[src/rtl/mem_stage_pkg.sv]
// Shared widths, field indices and bus payload types for the MEM pipeline stage.
package mem_stage_pkg;

  localparam int unsigned EX_MEM_BUS_WDTH  = 193;
  localparam int unsigned MEM_WB_BUS_WDTH  = 188;
  localparam int unsigned MEM_ID_BUS_WDTH  = 39;
  localparam int unsigned MEM_CSR_BLK_WDTH = 16;
  localparam int unsigned LD_TYPE_WDTH     = 5;
  localparam int unsigned EXC_TYPE_WDTH    = 6;

  // ld_type one-hot bit positions: {ld_b, ld_bu, ld_h, ld_hu, ld_w}
  localparam int unsigned LD_W  = 0;
  localparam int unsigned LD_HU = 1;
  localparam int unsigned LD_H  = 2;
  localparam int unsigned LD_BU = 3;
  localparam int unsigned LD_B  = 4;

  // exc_type bit carrying an address-alignment fault
  localparam int unsigned TYPE_ALE = 4;

  typedef struct packed {
    logic                     csr_we;
    logic [13:0]              csr_waddr;
    logic [31:0]              csr_wmask;
    logic [31:0]              csr_wdata;
    logic                     inst_ertn;
    logic [EXC_TYPE_WDTH-1:0] exc_type;
    logic [LD_TYPE_WDTH-1:0]  ld_type;
    logic                     gr_we;
    logic [31:0]              pc;
    logic [31:0]              inst;
    logic [31:0]              alu_result;
    logic [4:0]               dest;
  } ex_mem_bus_t;

  typedef struct packed {
    logic                     csr_we;
    logic [13:0]              csr_waddr;
    logic [31:0]              csr_wmask;
    logic [31:0]              csr_wdata;
    logic                     inst_ertn;
    logic [EXC_TYPE_WDTH-1:0] exc_type;
    logic                     gr_we;
    logic [31:0]              pc;
    logic [31:0]              inst;
    logic [31:0]              final_result;
    logic [4:0]               dest;
  } mem_wb_bus_t;

endpackage

[src/rtl/mem_stage_if.sv]
// EX->MEM->WB handshake and bus signals; slave is the MEM stage, master its surroundings.
interface mem_stage_if;

  logic                                        ex_mem_valid;
  logic [mem_stage_pkg::EX_MEM_BUS_WDTH-1:0]   ex_mem_bus;
  logic [31:0]                                 data_sram_rdata;
  logic                                        wb_allowin;
  logic                                        wb_flush;
  logic                                        mem_allowin;
  logic                                        mem_wb_valid;
  logic [mem_stage_pkg::MEM_WB_BUS_WDTH-1:0]   mem_wb_bus;
  logic [mem_stage_pkg::MEM_ID_BUS_WDTH-1:0]   mem_id_bus;
  logic [mem_stage_pkg::MEM_CSR_BLK_WDTH-1:0]  mem_csr_blk_bus;

  modport master (
    output ex_mem_valid, ex_mem_bus, data_sram_rdata, wb_allowin, wb_flush,
    input  mem_allowin, mem_wb_valid, mem_wb_bus, mem_id_bus, mem_csr_blk_bus
  );

  modport slave (
    input  ex_mem_valid, ex_mem_bus, data_sram_rdata, wb_allowin, wb_flush,
    output mem_allowin, mem_wb_valid, mem_wb_bus, mem_id_bus, mem_csr_blk_bus
  );

endinterface

[src/rtl/mem_stage_load_align.sv]
// Load data alignment: picks the addressed byte/half and sign- or zero-extends it.
module mem_stage_load_align
  import mem_stage_pkg::*;
(
  input  logic [31:0]             rdata,
  input  logic [1:0]              addr,
  input  logic [LD_TYPE_WDTH-1:0] ld_type,
  output logic [31:0]             value
);

  logic [7:0]  byte_sel;
  logic [15:0] half_sel;

  // Lane select then extension; ld_w and non-loads pass rdata through
  always_comb begin
    byte_sel = 8'(rdata >> {addr, 3'b000});
    half_sel = addr[1] ? rdata[31:16] : rdata[15:0];
    value    = rdata;
    if (ld_type[LD_B]) begin
      value = {{24{byte_sel[7]}}, byte_sel};
    end else if (ld_type[LD_BU]) begin
      value = {24'h0, byte_sel};
    end else if (ld_type[LD_H]) begin
      value = {{16{half_sel[15]}}, half_sel};
    end else if (ld_type[LD_HU]) begin
      value = {16'h0, half_sel};
    end
  end

endmodule

[src/rtl/mem_stage.sv]
// MEM pipeline stage: holds one instruction, aligns load data, forwards to WB/ID.
module mem_stage
  import mem_stage_pkg::*;
(
  input logic        clk,
  input logic        resetn,
  mem_stage_if.slave bus
);

  ex_mem_bus_t ex_in;
  ex_mem_bus_t mem_r;
  mem_wb_bus_t wb_out;
  logic        mem_valid;
  logic        flush_hold;
  logic        mem_ready_go;
  logic        allowin;
  logic        live;
  logic        has_exc;
  logic        is_load;
  logic [31:0] load_val;
  logic [31:0] final_result;

  assign ex_in        = bus.ex_mem_bus;
  assign mem_ready_go = 1'b1;
  assign allowin      = ~mem_valid | (mem_ready_go & bus.wb_allowin);

  // Valid bit and post-flush suppression; a new flush beats a same-cycle clear
  always_ff @(posedge clk) begin
    if (!resetn) begin
      mem_valid  <= 1'b0;
      flush_hold <= 1'b0;
    end else begin
      if (allowin) begin
        mem_valid <= bus.ex_mem_valid & ~bus.wb_flush & ~flush_hold;
      end
      if (bus.wb_flush) begin
        flush_hold <= 1'b1;
      end else if (bus.ex_mem_valid && allowin) begin
        flush_hold <= 1'b0;
      end
    end
  end

  // Payload register: loads only on an EX->MEM handshake, held across stalls
  always_ff @(posedge clk) begin
    if (bus.ex_mem_valid && allowin) begin
      mem_r <= ex_in;
    end
  end

  mem_stage_load_align u_load_align (
    .rdata   (bus.data_sram_rdata),
    .addr    (mem_r.alu_result[1:0]),
    .ld_type (mem_r.ld_type),
    .value   (load_val)
  );

  // Result select and WB payload; a faulting instruction keeps its address and loses its writes
  always_comb begin
    has_exc      = |mem_r.exc_type;
    is_load      = |mem_r.ld_type;
    final_result = (is_load && !has_exc) ? load_val : mem_r.alu_result;
    live         = mem_valid & ~flush_hold;

    wb_out              = '0;
    wb_out.csr_we       = mem_r.csr_we & ~has_exc;
    wb_out.csr_waddr    = mem_r.csr_waddr;
    wb_out.csr_wmask    = mem_r.csr_wmask;
    wb_out.csr_wdata    = mem_r.csr_wdata;
    wb_out.inst_ertn    = mem_r.inst_ertn;
    wb_out.exc_type     = mem_r.exc_type;
    wb_out.gr_we        = mem_r.gr_we & ~has_exc;
    wb_out.pc           = mem_r.pc;
    wb_out.inst         = mem_r.inst;
    wb_out.final_result = final_result;
    wb_out.dest         = mem_r.dest;
  end

  assign bus.mem_allowin     = allowin;
  assign bus.mem_wb_valid    = mem_valid & mem_ready_go & ~flush_hold & ~bus.wb_flush;
  assign bus.mem_wb_bus      = wb_out;
  assign bus.mem_id_bus      = {live & mem_r.gr_we, live & is_load, mem_r.dest, final_result};
  assign bus.mem_csr_blk_bus = {live & mem_r.csr_we, live & mem_r.inst_ertn, mem_r.csr_waddr};

endmodule

[src/flat_wrapper.sv]
// flat-port wrapper written by rule: the top's interface ports become plain ports
module mem_stage_flat import mem_stage_pkg::*;
  (clk, resetn, bus_ex_mem_valid, bus_ex_mem_bus, bus_data_sram_rdata, bus_wb_allowin, bus_wb_flush, bus_mem_allowin, bus_mem_wb_valid, bus_mem_wb_bus, bus_mem_id_bus, bus_mem_csr_blk_bus);
  mem_stage_if bus_i ();
  input logic clk;
  input logic resetn;
  input wire logic [$bits(bus_i.ex_mem_valid)-1:0] bus_ex_mem_valid;
  input wire logic [$bits(bus_i.ex_mem_bus)-1:0] bus_ex_mem_bus;
  input wire logic [$bits(bus_i.data_sram_rdata)-1:0] bus_data_sram_rdata;
  input wire logic [$bits(bus_i.wb_allowin)-1:0] bus_wb_allowin;
  input wire logic [$bits(bus_i.wb_flush)-1:0] bus_wb_flush;
  output wire logic [$bits(bus_i.mem_allowin)-1:0] bus_mem_allowin;
  output wire logic [$bits(bus_i.mem_wb_valid)-1:0] bus_mem_wb_valid;
  output wire logic [$bits(bus_i.mem_wb_bus)-1:0] bus_mem_wb_bus;
  output wire logic [$bits(bus_i.mem_id_bus)-1:0] bus_mem_id_bus;
  output wire logic [$bits(bus_i.mem_csr_blk_bus)-1:0] bus_mem_csr_blk_bus;
  assign bus_i.ex_mem_valid = bus_ex_mem_valid;
  assign bus_i.ex_mem_bus = bus_ex_mem_bus;
  assign bus_i.data_sram_rdata = bus_data_sram_rdata;
  assign bus_i.wb_allowin = bus_wb_allowin;
  assign bus_i.wb_flush = bus_wb_flush;
  assign bus_mem_allowin = bus_i.mem_allowin;
  assign bus_mem_wb_valid = bus_i.mem_wb_valid;
  assign bus_mem_wb_bus = bus_i.mem_wb_bus;
  assign bus_mem_id_bus = bus_i.mem_id_bus;
  assign bus_mem_csr_blk_bus = bus_i.mem_csr_blk_bus;
  mem_stage u_core (.clk(clk), .resetn(resetn), .bus(bus_i));
endmodule
[config.mk]
export PLATFORM = sky130hd
export DESIGN_NAME = mem_stage_flat
export DESIGN_NICKNAME = d
export VERILOG_FILES = /design/src/rtl/mem_stage_pkg.sv /design/src/rtl/mem_stage_if.sv /design/src/rtl/mem_stage_load_align.sv /design/src/rtl/mem_stage.sv /design/src/flat_wrapper.sv
export SDC_FILE = /design/constraint.sdc
export NUM_CORES = 1
export LEC_CHECK = 0
export ABC_CLOCK_PERIOD_IN_PS = 6520
export BUFFER_PORTS_ARGS = -buffer_cell sky130_fd_sc_hd__buf_2
export CAP_MARGIN = 20
export CORE_AREA = 2 2 182 184
export CTS_CLUSTER_DIAMETER = 100
export DETAILED_ROUTE_END_ITERATION = 8
export DIE_AREA = 0 0 184 186
export PLACE_DENSITY = 0.63
export SLEW_MARGIN = 20
export SYNTH_ARGS = -nofsm -noshare
export SYNTH_HDL_FRONTEND = slang
export SYNTH_SLANG_ARGS = --single-unit
export TNS_END_PERCENT = 1
[constraint.sdc]
create_clock -name clk -period 6.52 [get_ports clk]
set_input_delay 0.978 -clock clk [delete_from_list [all_inputs] [get_ports clk]]
set_output_delay 0.978 -clock clk [all_outputs]
set_load 0.01 [all_outputs]
* Word-level counts from Yosys, hierarchy flattened *
Cells that the tools add are included.
Widths: inputs -> output; s select.

storage, ports and cells
  flip-flop bits (word level) = 195
  input port bits = 230
  word-level logic and storage cells = 44

operators by class
  bitwise logic cells = 15
  reduce and logical (&&, ||, !) cells = 6
  multiplexer cells = 8
  shift operators = 1

operators with widths
  operator           number
  $mux 32            5
  $shr 32x5->8       1
  $mux 16            1
  $and 1x1->1        10
  $reduce_or 6->1    1
  $reduce_or 5->1    1
  $not 1->1          4
  $logic_and 1x1->1  2
  $mux 1             2
  $reduce_bool 2->1  1
  $logic_not 1->1    1
  $or 1x1->1         1

* Longest topological paths before layout *
Gate-level depths: netlist of run 1.

  word-level depth = 6
  gate-level depth with buffers = 7

* By module *
Synthesis of run 1 repeated with hierarchy kept, for this count alone.

second synthesis, totals
  cell total of the unflattened synthesis = 577
  area total of the unflattened synthesis = 8,906.0 um^2

by module, submodules not included
  module                seq. area each (um^2)  cells each  area each (um^2)  instances
  mem_stage             5,835.6                458         8,054.0           1
  mem_stage_load_align  0.0                    119         852.1             1

* Worst setup path after synthesis of run 1 *
Ideal clock, no wire load.

  kind = input to register
  start = input port bus_wb_allowin
  end = register u_core.mem_r, in the netlist u_core.bus.mem_csr_blk_bus[0] (enable)
  data arrival time = 4.979 ns
  setup slack = 0.995 ns
  cell stages on the path = 3
  path through = nand2b_1 nand2_1 inv_1

on the way
  word-level cells in the longest chain between the ends = 2

ends and longest elaborated chain
  what                  RTL line            source
  start, declared       flat_wrapper.sv:10  input wire logic [$bits(bus_i.wb_allowin)-1:0] bus_wb_allowin;
  $or 1x1->1            mem_stage.sv:25     assign allowin = ~mem_valid | (mem_ready_go & bus.wb_allowin);
  $logic_and 1x1->1     mem_stage.sv:46     if (bus.ex_mem_valid && allowin) begin
  end signal, assigned  mem_stage.sv:47     mem_r <= ex_in;
  end, declared         mem_stage.sv:11     ex_mem_bus_t mem_r;

No other way between the ends.
A chain may end at the register's enable or synchronous reset.

* Worst setup path after layout of run 1 *
  start = register u_core.mem_r, in the netlist u_core.bus.mem_wb_bus[106]
  end = output port bus_mem_id_bus[19]

on the way
  word-level cells in the longest chain between the ends = 4

ends and longest elaborated chain
  what               RTL line            source
  $reduce_or 6->1    mem_stage.sv:60     has_exc = |mem_r.exc_type;
  $logic_not 1->1    mem_stage.sv:62     final_result = (is_load && !has_exc) ? load_val : mem_r.alu_result;
  $logic_and 1x1->1  mem_stage.sv:62
  $mux 32            mem_stage.sv:62
  end, declared      flat_wrapper.sv:15  output wire logic [$bits(bus_i.mem_id_bus)-1:0] bus_mem_id_bus;

No other way between the ends.

==> metrics.txt, run 1 <==
top cell family by delay on the critical path=compound AO/OA/AOI/OAI gates; critical path arrival=3.24 ns; CTS Root Cell=clkbuf_16; Critical Path End Type=primary output; Overall Global Routing Usage=13.72%; post-CTS setup buffers=0; main combinational cell family by area after synthesis=buffers and inverters; Synthesized Nets=811; post-route clock skew=0.009693 ns; first-pass GRT wire length=32,930 um; number of global-route vias before repair=5,286; status=complete, no violations; fin worst setup slack=2.302 ns; Die Wd=184 um; yosys warns=0; Via density=4.153; Synth Area in Simple Gates=4.737%; Synth top area share=68.79%; area delta synth->final=22.60%; Bufs and invs on worst path=2; Crit Path Category=reg2out; drt first pass iters=4; die area=34,220 um^2; TNS Setup=0 ns; Fin. Hold Viols=0; num rows=66; I/O pin count=475; Routed WL per cell=18.86 um; Mapped Area=8426 um^2; critical path launch point type=register; initial antenna violation count=8; clock tree sinks=195; # nets final=1,090; Max Cap Violations=0; Worst Path Max Fanout=42; final instance area=10,330 um^2; Gate Count Post-Synth=581; routed wire length=24,190 um; Util after Layout=32.07%; Worst path max stage delay=0.65 ns; placed inst area=9757 um^2; Total Power=2.822 mW; critical path required time=5.54 ns; clock period minus worst slack=4.218 ns; hold_buf cts=0; CTS tree=done; hpwl dp=19,150 um; largest net degree at the start of global routing=141; Top FF cell, synth=edfxtp_1; max-slew violations=0; Starting Density=26.16%; clk_lat worst skew=0.44 ns; area share of fa/ha/maj cells after synthesis=0%; setup violators final=0; drc violations=0; Slew @ Worst Pin=1.024 ns; Synth cell types=31; clock transition at the registers of the reported paths=0.08 ns; Post-synth EDFFs=193; FMAX=0.2371 GHz; H-tree depth=4; DRT iter0 DRCs=227; Max-slew headroom=31.70%; Die Span Y=186 um; sequential share of the synthesized area=69.26%; # port buffers=474; Seq cells post-synth=195; CTS Buf Count=17; worst path cell trace=or4_1 -> a2111oi_4 -> buf_4 -> o311a_2 -> a21oi_1 -> buf_2; Synth Area in Compound Gates=4.440%; Synth async-reset ratio=0%; Core Footprint=32,210 um^2; crit path max-delay cell type=or4_1; layout cell share with drive strength beyond 1=59.79%; Hold Path Class=reg2reg; Routability Congestion=0.7990; leakage power=4.452 nW; area leader, netlist=edfxtp_1; Syn Area/Cell=14.50 um^2; Synth Area in XOR/XNOR=0%; P per Cell Area=273.2 nW/um^2; post-synthesis mux area share=2.465%; final antenna-violating net count=0; Max Root-Sink Buffers=2; RSZ-0062 raised after global routing=false; post_cts resized=0; total number of vias=5,328; crit share post-route=64.69%; Setup WS pre-CTS=2.763 ns; peak supply drop=0.1987 mV; dominant cells by area after synthesis=edfxtp_1, buf_4, nand2_1; total grt overflow=0
-- report_power, final --
part | switching (mW) | leakage (nW) | total (mW) | internal [mW]
clock network | 0.518 | 0.282 | 1.02 | 0.507
logic | 0.171 | 2.27 | 0.302 | 0.130
registers | 0.0302 | 1.90 | 1.50 | 1.47
-- stage by stage --
step	instances	hold WS, ns
6_report	1283	0.5572
5_1_grt	1281	0.6107
4_1_cts	1281	0.5552
3_5_place_dp	1249	0.5429
3_3_place_gp	1249	0.5179
2_1_floorplan	581	0.4959
-- cells in the final DEF (no fill, tap or decap), types with 4 or more instances in the layout --
cell type	count
nand2_1	56
buf_2	474
mux2i_1	5
edfxtp_1	193
mux4_2	6
inv_6	5
o22a_1	8
a31oi_1	6
nor2_1	24
a21o_1	6
buf_4	4
a21oi_1	29
clkbuf_16	17
-- final timing paths --
kind,from,end,slack (ns),cells after the start
setup / recovery,u_core.bus.mem_wb_bus[106],bus_mem_id_bus[19],2.30,6
hold reg to reg,u_core.mem_valid,u_core.mem_valid,0.56,2
hold / removal,u_core.mem_valid,u_core.mem_valid,0.56,2
setup reg to reg,u_core.mem_valid,u_core.bus.mem_wb_bus[156],3.99,4
-- worst register-to-register path, cell delays in order, from the launching register on --
cell and delay [ns]:
dfxtp_1 0.31, nand2b_1 0.10, nand2_1 0.16, inv_8 0.69, buf_4 0.87
-- per-layer routing --
layer / wire length [um] / share of wire (%) / GRT usage (%) / vias to the layer above
li1: - / - / - / 2406
met1: 8790 / 36 / 14.25 / 2533
met2: 12190 / 50 / 24.27 / 344
met3: 2418 / 10 / 5.478 / 39
met4: 748 / 3.1 / 6.432 / 6
met5: 39 / 0.16 / 0 / -
-- sequential cells by signal, summed over array words and instances (netlist names) --
name                        cells
u_core.mem_r                   39
u_core.flush_hold               1
u_core.bus.mem_id_bus           5
u_core.bus.mem_csr_blk_bus     14
u_core.mem_valid                1
u_core.bus.mem_wb_bus         135
-- cells by family (layout without fill, tap and decap cells) --
kind of cell           count (synthesis)  in the layout
other                                  0              2
AO/OA/AOI/OAI                         57             57
multiplexers                          13             13
flip-flops                           195            195
AND/OR/NAND/NOR                       95             95
buffers and inverters                221            513
-- area by class of cell --
type                            count  area, um^2
Fill cell                        3297       21880
Clock buffer                       17       425.4
Inverter                            3       18.77
Multi-Input combinational cell    165       989.7
Timing Repair Buffer              478        2402
Clock inverter                     15       142.6
Sequential cell                   195        5836
Tap cell                          408       510.5
Antenna cell                        2       5.005
-- synth_stat cells (2+ instances only) --
master / count
and3_1: 2
a21o_1: 6
nor2b_1: 3
and2_1: 3
inv_1: 3
a21boi_0: 2
a21oi_1: 29
a31oi_1: 6
buf_2: 5
nand2_1: 56
mux2i_1: 5
mux2_2: 2
dfxtp_1: 2
nor2_1: 24
o21ai_0: 2
buf_4: 206
edfxtp_1: 193
mux4_2: 6
o22a_1: 8
nand3_1: 2
clkbuf_1: 6
(Power assumes the default switching activity.)
==> inputs of run 2 (changes only) <==
- ABC_CLOCK_PERIOD_IN_PS: 6520 -> 3900
- clock period: 6.52 -> 3.9 ns (I/O delays scaled with it)
==> run 2 against run 1 <==
  * Routed wire length rose by 1.1%
  * First-iteration DRC count rose by 21%
  * Critical path depth fell by 1
  * Clock skew rose by 0.0018 ns
  * Critical path type unchanged
  * Critical endpoint is now bus_mem_id_bus[17]
==> metrics.txt, run 2 (synthesis gave the netlist of run 1 again) <==
status=complete, no violations (unchanged); DRT iter0 DRCs=275 (was 227); FMAX=0.2789 GHz; H-tree depth=4 (unchanged); post_cts resized=0 (unchanged); crit share post-route=91.93%; max reg flops=135 (unchanged); drc violations=0 (unchanged); TNS Setup=0 ns (unchanged); Overall Global Routing Usage=13.83% (was 13.72%); number of global-route vias before repair=5,228 (was 5,286); Max-slew headroom=35.30% (was 31.70%); Routability Congestion=0.7973 (was 0.7990); total grt overflow=0 (unchanged); critical path required time=3.31 ns (was 5.54 ns); I/O pin count=475 (unchanged); hold_buf cts=0 (unchanged); Max Cap Violations=0 (unchanged); peak supply drop=0.3022 mV (was 0.1987 mV); Core Footprint=32,210 um^2 (unchanged); setup violators final=0 (unchanged); clock period minus worst slack=3.585 ns; clk_lat worst skew=0.45 ns (was 0.44 ns); Fin. Hold Viols=0 (unchanged); first-pass GRT wire length=33,180 um (was 32,930 um); Max Root-Sink Buffers=2 (unchanged); Die Span Y=186 um (unchanged); clock tree sinks=195 (unchanged); most frequent cells in the layout=buf_2, edfxtp_1, nand2_1 (unchanged); crit path max-delay cell type=or4_1 (unchanged); layout cell share with drive strength beyond 1=60.18% (was 59.79%); Via density=4.099 (was 4.153); Worst path max stage delay=0.63 ns (was 0.65 ns); CTS Root Cell=clkbuf_16 (unchanged); drt first pass iters=4 (unchanged); die area=34,220 um^2 (unchanged); hpwl dp=19,210 um (was 19,150 um); Crit Path Category=reg2out (unchanged); RSZ-0062 raised after global routing=false (unchanged); worst path cell trace=or4_1 -> a2111oi_4 -> o311a_2 -> a21oi_1 -> buf_2 (was or4_1 -> a2111oi_4 -> buf_4 -> o311a_2 -> a21oi_1 -> buf_2); Multi-input gate area=1008 um^2 (was 989.7 um^2); Slew @ Worst Pin=0.9705 ns (was 1.024 ns); Total Power=4.742 mW (was 2.822 mW); max-slew violations=0 (unchanged); leakage power=4.459 nW (was 4.452 nW); post-CTS setup buffers=0 (unchanged); num rows=66 (unchanged); clock transition at the registers of the reported paths=0.08 ns (about the same); Routed WL per cell=19.05 um (was 18.86 um); CTS Buf Count=17 (unchanged); Die Wd=184 um (unchanged); final antenna-violating net count=0 (unchanged); register area=5836 um^2 (unchanged); total number of vias=5,263 (was 5,328); post-route clock skew=0.01149 ns (was 0.009693 ns); Starting Density=26.16% (unchanged); Worst Path Max Fanout=16 (was 42); Critical Path End Type=primary output (unchanged); filler cell count=3,294 (was 3,297); critical path launch point type=register (unchanged); # nets final=1,093 (was 1,090); Bufs and invs on worst path=1 (was 2); largest net degree at the start of global routing=124 (was 141); routed wire length=24,460 um (was 24,190 um); most common cell after layout, fill and taps aside=buf_2 (unchanged); initial antenna violation count=10 (was 8); CTS tree=done (unchanged); area delta synth->final=23.21% (was 22.60%); P per Cell Area=456.8 nW/um^2 (was 273.2 nW/um^2); Hold Path Class=in2reg (was reg2reg); critical path arrival=3.00 ns (was 3.24 ns); top cell family by delay on the critical path=compound AO/OA/AOI/OAI gates (unchanged); # port buffers=474 (unchanged)
run 2: changes by cell type in the layout (fill, tap and decap cells not counted), sizes merged:
cell | previous run | this run
buf | 478 | 481
bufinv | 0 | 1
clkbuf | 17 | 18
clkinv | 8 | 3
clkinvlp | 0 | 4
inv | 10 | 7
run 2: power breakdown:
| group | internal, mW | switching (mW) | total [mW] |
|---|---|---|---|
| Combinational | 0.224 | 0.299 | 0.522 |
| Clock | 0.891 | 0.835 | 1.73 |
| Sequential | 2.45 | 0.0437 | 2.49 |
run 2: worst paths after layout:
check,slack [ns],start,to,cells past startpoint
min,0.30,bus_ex_mem_bus[104],u_core.mem_r[104],1
max reg2reg,2.17,u_core.mem_valid,u_core.bus.mem_id_bus[34],4
max,0.31,u_core.bus.mem_wb_bus[107],bus_mem_id_bus[17],5
min reg2reg,0.54,u_core.mem_valid,u_core.mem_valid,2
run 2: final cells by class:
cell class	count	area share [%]
sequential	195	56.21
timing repair buffer	481	23.60
multi-input combinational	165	9.714
tap	408	4.917
clock buffer	18	4.134
clock inverter	12	1.229
inverter	3	0.1446
antenna	2	0.04821
run 2: through the flow:
stage	util, %	instances	hold slack, ns	cell area, um^2	setup WS (ns)
5_1_grt	32.22	1282	0.2716	10380	0.1069
4_1_cts	32.21	1282	0.2663	10370	0.2226
6_report	32.23	1284	0.3042	10380	0.3148
3_3_place_gp	30.48	1252	0.5171	9816	0.8368
2_1_floorplan	-	581	0.4959	8444	-0.1643
3_5_place_dp	30.48	1252	0.5354	9816	0.7432
run 2: per-layer routing:
metal / up-vias / track usage [%] / part of all wire, %
met5: - / 0 / 0.20
met4: 8 / 5.056 / 1.9
met3: 36 / 6.574 / 11
met2: 320 / 24.30 / 51
met1: 2484 / 14.38 / 36
li1: 2415 / - / -
==> inputs of run 3 (changes only) <==
- BUFFER_PORTS_ARGS: -buffer_cell sky130_fd_sc_hd__buf_2 -> -buffer_cell sky130_fd_sc_hd__buf_4
==> run 3 against run 2 <==
  * Final cell count is 0.39% higher
  * Die area unchanged
  * Sequential share of layout area fell by 5.9 points
  * Global-route usage increased by 0.21 points
  * Utilization is 3.8 points higher
  * Fmax grew 1.3%
  * Worst hold slack better by 0.0055 ns
==> metrics.txt, run 3 (synthesis gave the netlist of run 1 again) <==
hold_buf cts=0 (unchanged); Fin. Hold Viols=0 (unchanged); Slew @ Worst Pin=0.7210 ns (was 0.9705 ns); routed wire length=25,150 um (was 24,460 um); die area=34,220 um^2 (unchanged); max reg flops=135 (unchanged); Via density=4.085 (was 4.099); setup violators final=0 (unchanged); I/O pin count=475 (unchanged); CTS Root Cell=clkbuf_16 (unchanged); Crit Path Category=reg2out (unchanged); register area=5836 um^2 (unchanged); top cell family by delay on the critical path=compound AO/OA/AOI/OAI gates (unchanged); hpwl dp=19,990 um (was 19,210 um); area delta synth->final=37.69% (was 23.21%); clock transition at the registers of the reported paths=0.08 ns (about the same); clock tree sinks=195 (unchanged); number of global-route vias before repair=5,318 (was 5,228); Overall Global Routing Usage=14.04% (was 13.83%); critical path required time=3.31 ns (about the same); Bufs and invs on worst path=1 (unchanged); final antenna-violating net count=0 (unchanged); Max-slew headroom=51.83% (was 35.30%); first-pass GRT wire length=33,690 um (was 33,180 um); H-tree depth=4 (unchanged); critical path arrival=2.95 ns (was 3.00 ns); P per Cell Area=418.3 nW/um^2 (was 456.8 nW/um^2); Hold Path Class=in2reg (unchanged); Routed met2 length=13,140 um (was 12,410 um); filler cell count=3,098 (was 3,294); FMAX=0.2826 GHz (was 0.2789 GHz); status=complete, no violations (unchanged); post-route clock skew=0.009932 ns (was 0.01149 ns); peak supply drop=0.3210 mV (was 0.3022 mV); # nets final=1,095 (was 1,093); Top Metal Used=met4 (was met5); post_cts resized=0 (unchanged); clock period minus worst slack=3.538 ns (was 3.585 ns); critical path launch point type=register (unchanged); clk_lat worst skew=0.45 ns (about the same); total grt overflow=0 (unchanged); most common cell after layout, fill and taps aside=buf_4 (was buf_2); met3 wire length=2608 um (was 2737 um); Max Root-Sink Buffers=2 (unchanged); crit path max-delay cell type=or4_1 (unchanged); # port buffers=474 (unchanged); Worst Path Max Fanout=16 (unchanged); largest net degree at the start of global routing=62 (was 124); worst path cell trace=or4_1 -> a2111oi_4 -> o311a_2 -> a21oi_1 -> buf_4 (was or4_1 -> a2111oi_4 -> o311a_2 -> a21oi_1 -> buf_2); drc violations=0 (unchanged); Max Cap Violations=0 (unchanged); total number of vias=5,266 (was 5,263); Multi-input gate area=1005 um^2 (was 1008 um^2); Die Span Y=186 um (unchanged); drt first pass iters=4 (unchanged); Starting Density=26.16% (unchanged); Core Footprint=32,210 um^2 (unchanged); leakage power=4.886 nW (was 4.459 nW); fin cells=1,289 (was 1,284); max-slew violations=0 (unchanged); DP Cell Count=1,254 (was 1,252); DRT iter0 DRCs=253 (was 275); RSZ-0062 raised after global routing=false (unchanged); Fin Hold WS=0.3097 ns (was 0.3042 ns); fin worst setup slack=0.3619 ns (was 0.3148 ns); met1 WL=8960 um (was 8787 um); Setup WS pre-CTS=0.7530 ns (was 0.7432 ns); Routability Congestion=0.7613 (was 0.7973); num rows=66 (unchanged); post-CTS setup buffers=0 (unchanged); CTS tree=done (unchanged); Critical Path End Type=primary output (unchanged); Util after Layout=36.02% (was 32.23%); CTS Buf Count=17 (unchanged); crit share post-route=90.72% (was 91.93%); layout cell share with drive strength beyond 1=60.14% (was 60.18%); Die Wd=184 um (unchanged); most frequent cells in the layout=buf_4, edfxtp_1, nand2_1 (was buf_2, edfxtp_1, nand2_1); initial antenna violation count=4 (was 10); Worst path max stage delay=0.60 ns (was 0.63 ns); Routed WL per cell=19.51 um (was 19.05 um)
==> run 3: final cells by class <==
class | instances | area share, %
clock buffers | 18 | 3.699
well taps | 408 | 4.400
inverters | 3 | 0.1294
clock inverters | 14 | 1.057
flip-flops and latches | 195 | 50.30
diodes | 3 | 0.06471
multi-input cells | 165 | 8.660
repair buffers | 483 | 31.69
==> run 3: final timing paths <==
| check | from | end | slack (ns) | cells after the start |
|---|---|---|---|---|
| setup / recovery | u_core.bus.mem_wb_bus[107] | bus_mem_wb_bus[36] | 0.36 | 5 |
| hold / removal | bus_ex_mem_bus[47] | u_core.bus.mem_wb_bus[47] | 0.31 | 1 |
| setup reg to reg | u_core.mem_valid | u_core.bus.mem_wb_bus[147] | 1.99 | 4 |
| hold reg to reg | u_core.mem_valid | u_core.mem_valid | 0.55 | 2 |
==> run 3: per-stage QoR <==
stage | TNS, ns | instance area, um^2 | power, mW
after floorplan | -31.72 | 8444 | 2.902
after global placement | 0 | 11040 | 3.215
after detailed placement | 0 | 11040 | 3.227
after CTS | 0 | 11590 | 4.932
after global routing | 0 | 11600 | 5.048
final | 0 | 11600 | 4.852
==> run 3: metal layers <==
metal / up-vias / global-route usage (%)
met5: - / 0
met4: 0 / 5.120
met3: 19 / 6.672
met2: 326 / 24.88
met1: 2498 / 14.44
li1: 2423 / -
==> run 3: power by group <==
group	switching [mW]	internal, mW	leakage, nW
clock network	0.848	0.838	0.267
logic	0.303	0.368	2.72
registers	0.0464	2.45	1.90
==> run 3: worst reg2reg max path, stage by stage, from the launching register on <==
cell        delay [ns]
dfxtp_1           0.38
nand2b_4          0.08
nand2_4           0.07
clkinvlp_4        0.57
buf_12            0.48
